$ cat src/rtl/tcm_arb_pkg.sv
// Shared types for the TCM data-port arbiter: FSM states, owner IDs, data width.
package tcm_arb_pkg;

    localparam int TCM_DATA_W = 32;

    typedef enum logic [1:0] {
        ST_BOOT  = 2'd0,
        ST_DRAIN = 2'd1,
        ST_RUN   = 2'd2
    } arb_state_t;

    typedef enum logic {
        OWN_SPI  = 1'b0,
        OWN_CORE = 1'b1
    } owner_t;

endpackage

$ cat src/rtl/tcm_arb_owner_fifo.sv
// In-order 1-bit owner FIFO; remembers which requester issued each accepted TCM request.
module tcm_arb_owner_fifo #(
    parameter int DEPTH = 2
) (
    input  logic clk_i,
    input  logic rst_i,
    input  logic push_i,
    input  logic pop_i,
    input  logic din_i,
    output logic full_o,
    output logic empty_o,
    output logic head_o
);
    localparam int PTR_W = $clog2(DEPTH);

    logic             r_mem [DEPTH];
    logic [PTR_W-1:0] r_wptr;
    logic [PTR_W-1:0] r_rptr;
    logic [PTR_W:0]   r_count;
    logic             w_push;
    logic             w_pop;

    // Full/empty are registered views, so a push in a full cycle is refused even if a pop frees a slot.
    assign full_o  = (r_count == (PTR_W+1)'(DEPTH));
    assign empty_o = (r_count == '0);
    assign head_o  = r_mem[r_rptr];
    assign w_push  = push_i & ~full_o;
    assign w_pop   = pop_i & ~empty_o;

    always_ff @(posedge clk_i) begin
        if (rst_i) begin
            r_wptr  <= '0;
            r_rptr  <= '0;
            r_count <= '0;
        end else begin
            if (w_push) r_wptr <= r_wptr + 1'b1;
            if (w_pop)  r_rptr <= r_rptr + 1'b1;
            case ({w_push, w_pop})
                2'b10:   r_count <= r_count + 1'b1;
                2'b01:   r_count <= r_count - 1'b1;
                default: r_count <= r_count;
            endcase
        end
    end

    always_ff @(posedge clk_i) begin
        if (w_push) r_mem[r_wptr] <= din_i;
    end

endmodule

$ cat src/rtl/tcm_dport_arbiter.sv
// Shares the TCM data port between the SPI loader (BOOT) and the core (RUN).
// Define TCMARB_RR_EN for round-robin arbitration in RUN; default is fixed SPI > core.
module tcm_dport_arbiter
    import tcm_arb_pkg::*;
#(
    parameter int OUTSTANDING = 2,
    parameter int TAG_W       = 11
) (
    input  logic                  clk_i,
    input  logic                  rst_i,
    input  logic [TCM_DATA_W-1:0] spi_addr_i,
    input  logic [TCM_DATA_W-1:0] spi_data_wr_i,
    input  logic                  spi_rd_i,
    input  logic [3:0]            spi_wr_i,
    output logic                  spi_accept_o,
    output logic                  spi_ack_o,
    output logic [TCM_DATA_W-1:0] spi_data_rd_o,
    input  logic                  spi_boot_done_i,
    input  logic [TCM_DATA_W-1:0] core_addr_i,
    input  logic [TCM_DATA_W-1:0] core_data_wr_i,
    input  logic                  core_rd_i,
    input  logic [3:0]            core_wr_i,
    input  logic [TAG_W-1:0]      core_req_tag_i,
    output logic                  core_accept_o,
    output logic                  core_ack_o,
    output logic                  core_error_o,
    output logic [TCM_DATA_W-1:0] core_data_rd_o,
    output logic [TAG_W-1:0]      core_resp_tag_o,
    output logic                  core_hold_o,
    output logic [TCM_DATA_W-1:0] mem_addr_o,
    output logic [TCM_DATA_W-1:0] mem_data_wr_o,
    output logic                  mem_rd_o,
    output logic [3:0]            mem_wr_o,
    output logic [TAG_W-1:0]      mem_req_tag_o,
    input  logic                  mem_accept_i,
    input  logic                  mem_ack_i,
    input  logic                  mem_error_i,
    input  logic [TCM_DATA_W-1:0] mem_data_rd_i,
    input  logic [TAG_W-1:0]      mem_resp_tag_i,
    output logic                  proto_err_o
);
    arb_state_t r_state;
    logic       r_proto_err;
    logic       w_spi_vld, w_core_vld;
    logic       w_spi_ok, w_core_ok;
    logic       w_spi_gnt, w_core_gnt;
    logic       w_full, w_empty, w_head;
    logic       w_push, w_pop;

    assign w_spi_vld  = spi_rd_i | (|spi_wr_i);
    assign w_core_vld = core_rd_i | (|core_wr_i);
    assign w_spi_ok   = w_spi_vld & ~w_full & ((r_state == ST_BOOT) | (r_state == ST_RUN));
    assign w_core_ok  = w_core_vld & ~w_full & (r_state == ST_RUN);

`ifdef TCMARB_RR_EN
    owner_t r_last;

    // On a tie the requester that did not win last time gets the port.
    assign w_spi_gnt = w_spi_ok & (~w_core_ok | (r_last == OWN_CORE));

    always_ff @(posedge clk_i) begin
        if (rst_i)       r_last <= OWN_CORE;
        else if (w_push) r_last <= w_core_gnt ? OWN_CORE : OWN_SPI;
    end
`else
    assign w_spi_gnt = w_spi_ok;
`endif
    assign w_core_gnt = w_core_ok & ~w_spi_gnt;

    always_comb begin
        mem_rd_o      = 1'b0;
        mem_wr_o      = 4'h0;
        mem_addr_o    = '0;
        mem_data_wr_o = '0;
        mem_req_tag_o = '0;
        if (w_spi_gnt) begin
            mem_rd_o      = spi_rd_i;
            mem_wr_o      = spi_wr_i;
            mem_addr_o    = spi_addr_i;
            mem_data_wr_o = spi_data_wr_i;
        end else if (w_core_gnt) begin
            mem_rd_o      = core_rd_i;
            mem_wr_o      = core_wr_i;
            mem_addr_o    = core_addr_i;
            mem_data_wr_o = core_data_wr_i;
            mem_req_tag_o = core_req_tag_i;
        end
    end

    assign spi_accept_o  = mem_accept_i & w_spi_gnt;
    assign core_accept_o = mem_accept_i & w_core_gnt;
    assign w_push        = (mem_rd_o | (|mem_wr_o)) & mem_accept_i;
    assign w_pop         = mem_ack_i & ~w_empty;

    tcm_arb_owner_fifo #(.DEPTH(OUTSTANDING)) u_owner_fifo (
        .clk_i   (clk_i),
        .rst_i   (rst_i),
        .push_i  (w_push),
        .pop_i   (w_pop),
        .din_i   (w_core_gnt),
        .full_o  (w_full),
        .empty_o (w_empty),
        .head_o  (w_head)
    );

    // Response data fans out unconditionally; only the acks follow the owner at the FIFO head.
    assign spi_ack_o       = w_pop & (w_head == OWN_SPI);
    assign core_ack_o      = w_pop & (w_head == OWN_CORE);
    assign core_error_o    = w_pop & (w_head == OWN_CORE) & mem_error_i;
    assign spi_data_rd_o   = mem_data_rd_i;
    assign core_data_rd_o  = mem_data_rd_i;
    assign core_resp_tag_o = mem_resp_tag_i;
    assign core_hold_o     = (r_state != ST_RUN);
    assign proto_err_o     = r_proto_err;

    always_ff @(posedge clk_i) begin
        if (rst_i) begin
            r_state     <= ST_BOOT;
            r_proto_err <= 1'b0;
        end else begin
            if (mem_ack_i & w_empty) r_proto_err <= 1'b1;
            case (r_state)
                ST_BOOT:  if (spi_boot_done_i) r_state <= ST_DRAIN;
                ST_DRAIN: if (w_empty)         r_state <= ST_RUN;
                ST_RUN:                        r_state <= ST_RUN;
                default:                       r_state <= ST_BOOT;
            endcase
        end
    end

endmodule

$ cat config.mk
export PLATFORM = sky130hd
export DESIGN_NAME = tcm_dport_arbiter
export DESIGN_NICKNAME = d
export VERILOG_FILES = /design/src/rtl/tcm_arb_pkg.sv /design/src/rtl/tcm_arb_owner_fifo.sv /design/src/rtl/tcm_dport_arbiter.sv
export SDC_FILE = /design/constraint.sdc
export NUM_CORES = 1
export LEC_CHECK = 0
export CAP_MARGIN = 20
export CELL_PAD_IN_SITES_DETAIL_PLACEMENT = 1
export CELL_PAD_IN_SITES_GLOBAL_PLACEMENT = 1
export CORE_AREA = 5 5 138 140
export CTS_BUF_LIST = sky130_fd_sc_hd__clkbuf_4
export CTS_CLUSTER_SIZE = 10
export DETAILED_ROUTE_END_ITERATION = 12
export DIE_AREA = 0 0 143 145
export PLACE_DENSITY = 0.78
export RECOVER_POWER = 25
export SKIP_LAST_GASP = 1
export SYNTH_ARGS = -nofsm -noshare
export SYNTH_HDL_FRONTEND = slang
export SYNTH_HIERARCHICAL = 1
export SYNTH_SLANG_ARGS = --single-unit
$ cat constraint.sdc
create_clock -name clk_i -period 2.8 [get_ports clk_i]
set_clock_uncertainty 0.1 [all_clocks]
set_input_delay 0.84 -clock clk_i [delete_from_list [all_inputs] [get_ports clk_i]]
set_output_delay 0.84 -clock clk_i [all_outputs]
set_load 0.005 [all_outputs]
==> flow_summary.toml <==
[status]
status = "finished with violations"
violations = "negative setup slack"

[worst_setup_path]
worstPathRequired_ps = 1860
worst-endpoint-arrival_ps = 2200
crit_buf_inv = 5
worstReg2RegEnd = "u_owner_fifo/r_count[1]"
cp.depth = 8
r2r-start = "r_state[0]"
cp_max_fo = 7
crit_end = "mem_data_wr_o[17]"
startpoint_type = "input pin"
critPathMaxStageDelay_ps = 330
rr_worst_depth = 15
end_kind = "output pin"
path_class = "input pin to output pin"
cp_slowest_cell = "and3_4"
path_delay_family = "simple AND/OR/NAND/NOR gates"
crit_path_frequent_cell = "buf_6"
startpoint = "spi_wr_i[0]"
cp_cell_sequence = "buf_8, nor4b_4, and3_4, buf_6, buf_12, buf_16, a22o_1, buf_6"
rrSetupSlack_ps = 40

[route]
drc = 0
routed_wl_mm = 13.5
detail-route-antenna-nets = 0
vias_per_cell = 3.91
firstDrtPassIters = 4
wire_per_inst_um = 18.9
via_count = 2795
dr.first_iter.drc_count = 55

[final_layout]
ff_latch_area_um2 = 220
final_layout_size_suffix_gt1_frac = 0.444
final_cell_mix = "143 x clkdlybuf4s50_1, 63 x a22o_1, 62 x buf_2, 38 x buf_6, 37 x buf_4"
final_common_cell = "clkdlybuf4s50_1"
multi_input_area_um2 = 1220
final_util = 0.284
post-route-cell-area_um2 = 5030
nets = 687
nFillCells = 2061
syn2layout_area_growth_pct = 155

[power]
ir_worst_vdd_uv = 277
power.density_nw_per_um2 = 555
p_leak_uw = 0.00221

[worst_hold_path]
worst_hold_path_type = "flop to flop"

[cts]
clk_latency_ps = 270
tritoncts = "done"
hold_buffers = 0
clock_sinks = 10
htreeDepth = 1
path_clk_slew_ps = 70
clockBufferDepth = 2
cts_root_buf = "clkbuf_4"
cts_buffers = 3

[floorplan]
die_y_um = 145
rows = 49
core_um2 = 17700
die_area_um2 = 20700
initial_utilization = 0.111
io_pins = 360
die_width_um = 143

[synthesis]
avgSynthCellArea_um2 = 7.94
synthesis.nets = 450
ys_types = 33
ys_warn_count = 6
syn_area_um2 = 1970
seq_area_frac_synth = 0.112
syn-instance-count = 248
synth-seq-cells = 10

[global_route]
track_usage = 0.118
antenna_found_initial = 1
grt_pass1_vias = 3179
grt_pass1_wl_mm = 18.8
overflow = 0
grt_max_degree = 15

[job]
cap_violations = 0

[timing]
post-route-min-period_ps = 3140
max_slew.worst_pin.slew_ps = 334
hold_viol = 0
fmax_ghz = 0.318
slew_headroom = 0.777
timing.hold.ws_ps = 384
rsz0062_at_grt = "true"
worst_slack_ps = -345
tns_ps = -20460
finalSetupViolCount = 83
min_period_over_period = 1.12
report.final.slew_viol_count = 0

[placement]
gp_congestion = 0.736
place_ws_ps = -1090
place_hpwl_mm = 8.84
placed_area_um2 = 4240
io_buffers = 241
[cell usage after synthesis]
library cell | instances | area [um^2]
buf_4 | 76 | 571
a22o_1 | 64 | 561
nor2_1 | 15 | 56.3
and2_1 | 14 | 87.6
buf_2 | 10 | 50.1
dfxtp_1 | 8 | 160
inv_1 | 6 | 22.5
a21oi_1 | 5 | 25.0
nor2b_1 | 5 | 31.3
o21ai_0 | 5 | 25.0
buf_6 | 4 | 45.0
ha_1 | 4 | 50.1
a32oi_1 | 3 | 26.3
and3_1 | 3 | 18.8
clkbuf_1 | 3 | 11.3
a22oi_1 | 2 | 15.0
edfxtp_1 | 2 | 60.1
nor3_1 | 2 | 10.0
or3_1 | 2 | 12.5
xnor2_1 | 2 | 17.5
a211oi_1 | 1 | 7.51
a31oi_1 | 1 | 6.26
inv_2 | 1 | 3.75
mux2_2 | 1 | 11.3
mux2i_1 | 1 | 10.0
nand2_1 | 1 | 3.75
nand2b_2 | 1 | 8.76
nor3b_1 | 1 | 7.51
nor4b_4 | 1 | 23.8
o21a_1 | 1 | 7.51
o31a_1 | 1 | 8.76
or2_2 | 1 | 6.26
xor2_1 | 1 | 8.76
[power by group]
| group | total (uW) | leakage, uW | internal, uW | switching, uW |
|---|---|---|---|---|
| combinational | 2480 | 0.00211 | 1530 | 957 |
| clock | 106 | 0.0000154 | 51.6 | 54.7 |
| sequential | 203 | 0.0000856 | 185 | 18.1 |
[layout make-up]
type,count,area share
antenna,1,0.000498
multi-input combinational,138,0.242
sequential,10,0.0438
inverter,7,0.00523
clock buffer,3,0.00448
timing repair buffer,325,0.646
tap,229,0.0570
clock inverter,1,0.000746
[cells by family (layout without fill, tap and decap cells)]
family | count (synthesis) | after routing | share of synthesized area
and+or+nand+nor | 46 | 46 | 0.135
muxes | 2 | 2 | 0.0108
AOI/OAI and AO/OA | 83 | 83 | 0.346
xor gates and xnor gates | 3 | 3 | 0.0133
other | 0 | 1 | 0
DFF | 10 | 10 | 0.112
adders and majority gates | 4 | 4 | 0.0254
buffers and inverters | 100 | 336 | 0.357
[sequential cells by signal (all words and copies together), names as in the netlist, named ones only]
| register | count |
|---|---|
| u_owner_fifo/r_mem | 2 |
| proto_err_o | 1 |
| u_owner_fifo/r_count | 2 |
| u_owner_fifo/r_rptr | 1 |
| u_owner_fifo/r_wptr | 1 |
| r_state | 2 |
[tightest hold or removal path, stage by stage (launching register included)]
cell and delay (ps):
dfxtp_1 340, a21oi_1 40, nor2_1 70
[worst min path at each step]
stage	slack (ps)	from	cells past startpoint	end
floorplan	350	u_owner_fifo/r_wptr	2	u_owner_fifo/r_wptr
global placement	350	proto_err_o	2	proto_err_o
detailed placement	370	proto_err_o	2	proto_err_o
CTS	390	proto_err_o	2	proto_err_o
global route	420	proto_err_o	2	proto_err_o
finish	380	proto_err_o	2	proto_err_o
[timing repair]
action                                  in CTS  in global routing
buffers inserted                            47                 13
endpoints found under the setup margin      89                 86
cloned                                      16                  0
pin swaps                                   35                 35
resized for setup                          408                 73
[through the flow]
step           power [uW]  cells
6_report             2790    714
2_1_floorplan        1090    248
5_1_grt              3010    714
3_3_place_gp         2250    648
4_1_cts              2780    712
3_5_place_dp         2290    648
[metal layers]
layer,share of wire,vias up,wire length [um],GRT usage
met3,0.11,24,1550,0.0457
met5,0,-,0,0
met1,0.38,1259,5110,0.133
met2,0.49,204,6570,0.205
met4,0.021,0,282,0.0347
li1,-,1308,-,-
Power figures use the tool's default switching activity.
==> RTL edit 1: new RTL, config.mk and constraints unchanged <==
Build with the macro `TCMARB_RR_EN` defined.
--- a/src/rtl/tcm_dport_arbiter.sv
+++ b/src/rtl/tcm_dport_arbiter.sv
@@ -2,2 +2,4 @@
 // Define TCMARB_RR_EN for round-robin arbitration in RUN; default is fixed SPI > core.
+`define TCMARB_RR_EN
+
 module tcm_dport_arbiter
Formal check against the unedited RTL: not equivalent (a bounded check fails within 4 cycles, from zero or initial values and one cycle with rst_i high).
==> RTL edit 1 against the original RTL <==
- the run still ends with negative setup slack left
- critical path depth up 2
- register-to-register slack better by 0.06 ns
- cell area fell by 5.2%
- via count shrank 2.0%
- worst setup slack got worse by 0.28 ns
- wire length rose by 4.8%
- synthesized area up 1.2%
- sequential cell count is 1 higher
- non-clock buffer count shrank 10
- total power is 1.8% lower
- critical endpoint is now mem_addr_o[4]
==> RTL edit 1: results (changes against the original RTL) <==
* **status** finished, violations left, unchanged
* **failing checks** negative setup slack, unchanged
* **internal cell power** 0.001690 W, was 0.001762 W
* **number of antenna violations at the first check in global routing** 0, was 1
* **number of enable flip-flop cells after synthesis** 2, unchanged
* **length of the first detailed-routing pass in iterations** 5, was 4
* **antenna-violating nets left** 0, unchanged
* **clock transition at the register clock pins on the worst setup and hold paths after CTS** 0.08 ns
* **number of nets in the final layout** 674, was 687
* **global placement routability congestion** 0.8312, was 0.7364
* **Post-Synthesis Net Count** 445, was 450
* **Diodes inserted** 0, was 1
* **data arrival time of the critical path** 2.48 ns, was 2.20 ns
* **clock network latency to the later pin of the worst-skew pair** 0.26 ns
* **dominant register cell in the synthesized netlist** dfxtp_1, unchanged
* **via count of the first global-routing pass** 3046, was 3179
* **number of filler cells placed in the layout** 2065, was 2061
* **max_cap viols** 0, unchanged
* **setup slack of the worst register-to-register path** 0.10 ns, was 0.04 ns
* **leading post-synthesis cells by cell area** a22o_1, buf_4, dfxtp_1, was buf_4, a22o_1, dfxtp_1
* **overall routing resource usage** 12.58%, was 11.80%
* **final setup violating endpoints** 86, was 83
* **cell leakage power** 2.238 nW, was 2.206 nW
* **synth unique cells** 32, was 33
* **maximum number of pins on one net before global-route repair** 15, unchanged
* **number of buffers on the longest clock path** 2, unchanged
* **total wire length** 14.17 mm, was 13.52 mm
* **class of the tightest hold or removal check** flop to flop, unchanged
* **Detailed Place HPWL** 10.76 mm, was 8.836 mm
* **H-tree depth reported by CTS** 1, unchanged
* **list of most frequent post-synthesis cells** buf_4, a22o_1, and2_1, was buf_4, a22o_1, nor2_1
* **registers with the most flip-flops** r_state x2, u_owner_fifo/r_count x2, u_owner_fifo/r_mem x2, unchanged
* **via count** 2738, was 2795
* **initial drt markers** 78, was 55
* **count of yosys warnings during synthesis** 6, unchanged
* **final setup margin** -0.6236 ns, was -0.3447 ns
* **largest fanout of any net on the critical path** 5, was 7
* **Clock Tree Root** clkbuf_4, unchanged
* **worst slack on hold paths** 0.3789 ns, was 0.3845 ns
* **worst slew margin relative to its limit** 75.82%, was 77.65%
* **ratio of cells with drive above 1 in the final layout** 39.07%, was 44.42%
* **global-route wire length before repair** 19.89 mm, was 18.84 mm
* **share of the yosys chip area belonging to registers** 12.05%, was 11.18%
* **Port-buffer cells** 241, unchanged
* **IR Drop Worst-Case VDD** 0.3031 mV, was 0.2769 mV
* **clock buffers created by TritonCTS** 3, unchanged
* **FFs w/ async S/R, synth** 0%, unchanged
[RTL edit 1: layout make-up]
cell class	count	area, um2	area share, %
clock buffers	3	22.52	0.4724
clock inverters	1	5.005	0.1050
inverters	8	30.03	0.6299
multi-input cells	133	1162	24.38
flip-flops and latches	11	240.2	5.039
well taps	229	286.5	6.011
repair buffers	315	3020	63.36
[RTL edit 1: repair_timing]
item | in CTS | in global routing
pin swaps | 42 | 26
endpoints found under the setup margin | 90 | 88
gates cloned | 10 | 0
gates resized for setup | 378 | 8
setup buffers | 30 | 4
[RTL edit 1: power by group through the flow]
stage	Sequential, W	Clock (W)	Combinational (W)
6_report	0.000224	0.000108	0.00241
5_1_grt	0.000230	0.000121	0.00260
4_1_cts	0.000224	0.000114	0.00251
3_5_place_dp	0.000226	0	0.00222
3_3_place_gp	0.000223	0	0.00220
2_1_floorplan	0.000231	0	0.000884
[RTL edit 1: cell families (layout without fill, tap and decap cells)]
group | count (synthesis) | count (layout) | share of synthesized area [%]
AOI/OAI and AO/OA | 84 | 84 | 35.72
xor gates and xnor gates | 3 | 3 | 1.319
adders and majority gates | 4 | 4 | 2.511
buffers and inverters | 99 | 327 | 36.16
DFF | 11 | 11 | 12.05
muxes | 1 | 1 | 0.5649
and+or+nand+nor | 41 | 41 | 11.68
[RTL edit 1: through the flow]
stage	instances	TNS (ns)	setup slack, ns	cell area [um2]	utilization [%]
global route	700	-52.25	-0.7058	4767	26.90
global placement	660	-104.82	-1.272	4374	24.69
floorplan	243	-12.99	-0.1666	2043	-
CTS	703	-51.32	-0.7035	4845	27.34
finish	700	-46.38	-0.6236	4767	26.90
detailed placement	660	-105.51	-1.276	4374	24.69
[RTL edit 1: layer usage]
layer,up-vias,global-route usage [%],routed length [um]
met1,1273,14.56,5370
met5,-,0,0
li1,1275,-,-
met3,14,4.080,1533
met2,176,22.56,7074
met4,0,2.424,193
[RTL edit 1: final timing paths]
| check | startpoint | to | cells past startpoint |
|---|---|---|---|
| worst max-delay path | spi_wr_i[2] | mem_addr_o[4] | 10 |
| worst min-delay path | proto_err_o$_SDFFE_PP0P_ | proto_err_o$_SDFFE_PP0P_ | 2 |
| worst max register to register | r_state[0]$_SDFFE_PP0P_ | u_owner_fifo/r_count[1]$_SDFFE_PP0P_ | 14 |
| worst min register to register | proto_err_o$_SDFFE_PP0P_ | proto_err_o$_SDFFE_PP0P_ | 2 |
[RTL edit 1: critical path: stages]
cell and delay [ns]:
buf_6 0.09, or3_4 0.41, o31ai_4 0.19, and3_4 0.24, buf_12 0.12, buf_8 0.10
buf_12 0.11, buf_6 0.10, a22o_1 0.14, buf_2 0.12
==> RTL edit 2: new RTL, config.mk and constraints unchanged <==
Made on the original files. Put a register stage on the output `core_error_o`, with the module's reset. The value now appears one clock later. The other outputs are not delayed to match.
--- a/src/rtl/tcm_dport_arbiter.sv
+++ b/src/rtl/tcm_dport_arbiter.sv
@@ -108,3 +108,9 @@
     assign core_ack_o      = w_pop & (w_head == OWN_CORE);
-    assign core_error_o    = w_pop & (w_head == OWN_CORE) & mem_error_i;
+    always_ff @(posedge clk_i) begin
+        if (rst_i) begin
+            core_error_o <= '0;
+        end else begin
+            core_error_o <= w_pop & (w_head == OWN_CORE) & mem_error_i;
+        end
+    end
     assign spi_data_rd_o   = mem_data_rd_i;
Function: changed (Yosys sat finds a counterexample within 4 cycles, from zero or initial values and one cycle with rst_i high).
==> RTL edit 2 against the original RTL <==
- die area unchanged
- synthesized area is 0.95% higher
- wire length increased by 6.0%
- count of clock-buffer cells in the layout rose by 1
- synthesized cell count unchanged
- maximum frequency increased by 1.8%
- worst setup slack improved by 0.057 ns
- worst hold slack better by 0.017 ns
- cell count shrank 0.42%
- cell area shrank 1.1%
- highest routed layer unchanged
- sequential cell count up 1
- largest power group unchanged
- the run still ends with negative setup slack left
- total power about the same
==> RTL edit 2: results (changes against the original RTL) <==
* **setup TNS** -18.46 ns, was -20.46 ns
* **launching instance or port of the critical path** spi_wr_i[1], was spi_wr_i[0]
* **final setup violating endpoints** 85, was 83
* **Diodes inserted** 0, was 1
* **Detailed Place HPWL** 9.445 mm, was 8.836 mm
* **via count** 2812, was 2795
* **global placement routability congestion** 0.7879, was 0.7364
* **total wire length** 14.33 mm, was 13.52 mm
* **via count of the first global-routing pass** 3158, was 3179
* **status** finished, violations left, unchanged
* **failing checks** negative setup slack, unchanged
* **data arrival time of the critical path** 2.15 ns, was 2.20 ns
* **global-route wire length before repair** 20.02 mm, was 18.84 mm
* **ratio of cells with drive above 1 in the final layout** 44.81%, was 44.42%
* **number of nets in the final layout** 685, was 687
* **Syn Area/Cell** 8.017 um2, was 7.941 um2
* **share of the yosys chip area belonging to registers** 12.08%, was 11.18%
* **synth unique cells** 34, was 33
* **largest fanout of any net on the critical path** 6, was 7
* **number of antenna violations at the first check in global routing** 0, was 1
* **Worst Max-Slew Pin Slew** 0.3726 ns, was 0.3340 ns
* **maximum number of pins on one net before global-route repair** 12, was 15
* **IR Drop Worst-Case VDD** 0.1606 mV, was 0.2769 mV
* **final setup margin** -0.2879 ns, was -0.3447 ns
* **overall routing resource usage** 12.59%, was 11.80%
* **cell leakage power** 2.190 nW, was 2.206 nW
* **leading post-synthesis cells by cell area** buf_4, a22o_1, dfxtp_1, unchanged
==> RTL edit 2: cell types whose count changed in the layout (fill, tap and decap cells not counted), sizes merged, moves of 2 or more <==
cell / change
clkdlybuf4s15: -4
buf: +5
nand2b: +2
clkdlybuf4s50: +2
clkbuf: -2
nor2: -2
==> RTL edit 2: worst paths after layout <==
kind | endpoint | slack [ns] | cells past startpoint
setup / recovery | mem_data_wr_o[10] | -0.29 | 8
hold / removal | proto_err_o$_SDFFE_PP0P_ | 0.40 | 2
setup reg to reg | u_owner_fifo/r_count[1]$_SDFFE_PP0P_ | 0.03 | 15
hold reg to reg | proto_err_o$_SDFFE_PP0P_ | 0.40 | 2
==> RTL edit 2: worst max-delay path, stage by stage <==
cell and delay [ns]:
buf_8 0.11, nor4b_4 0.29, and3_4 0.28, buf_6 0.13, buf_12 0.12, buf_8 0.12, a22o_1 0.13, buf_2 0.11
==> RTL edit 2: repair_timing <==
| action | in CTS | in global routing |
|---|---|---|
| pin swaps | 71 | 39 |
| buffers inserted | 47 | 12 |
| gates cloned | 15 | 1 |
| gates resized for setup | 470 | 35 |
| endpoints found under the setup margin | 89 | 87 |
==> RTL edit 2: layout make-up <==
| class | instances | area (um2) |
|---|---|---|
| inverter | 7 | 26.28 |
| timing repair buffer | 323 | 3178 |
| multi-input combinational | 137 | 1211 |
| clock buffer | 4 | 30.03 |
| sequential | 11 | 240.2 |
| tap | 229 | 286.5 |
| fill | 2064 | 12750 |
==> RTL edit 2: report_power, final <==
| part | switching, W | leakage, nW | total (W) | internal [W] |
|---|---|---|---|---|
| Clock | 0.0000584 | 0.0184 | 0.000123 | 0.0000648 |
| Combinational | 0.000980 | 2.08 | 0.00245 | 0.00147 |
| Sequential | 0.0000176 | 0.0937 | 0.000217 | 0.000200 |
==> RTL edit 2: metrics by stage <==
stage	utilization, %	cell area, um2	setup WS, ns	hold slack, ns
6_report	28.06	4972	-0.2879	0.4018
5_1_grt	28.06	4972	-0.3559	0.4631
4_1_cts	28.91	5122	-0.3958	0.3912
3_5_place_dp	23.88	4232	-1.119	0.3706
3_3_place_gp	23.88	4232	-1.100	0.3472
2_1_floorplan	-	1988	-0.02256	0.3518
==> RTL edit 2: kinds of logic after synthesis <==
| logic type | after synthesis | synth area share, % |
|---|---|---|
| compound gates | 85 | 35.05 |
| xor+xnor | 3 | 1.322 |
| fa+ha+maj | 4 | 2.517 |
| buf+inv | 100 | 35.37 |
| flops | 11 | 12.08 |
| mux | 1 | 0.5664 |
| simple gates | 44 | 13.09 |
==> RTL edit 2: metal layers <==
layer | vias to the layer above | routed length (um) | global-route usage (%)
met3 | 25 | 1481 | 4.080
met2 | 190 | 7031 | 22.44
met5 | - | 0 | 0
met1 | 1296 | 5552 | 14.62
met4 | 0 | 264 | 2.614
li1 | 1301 | - | -
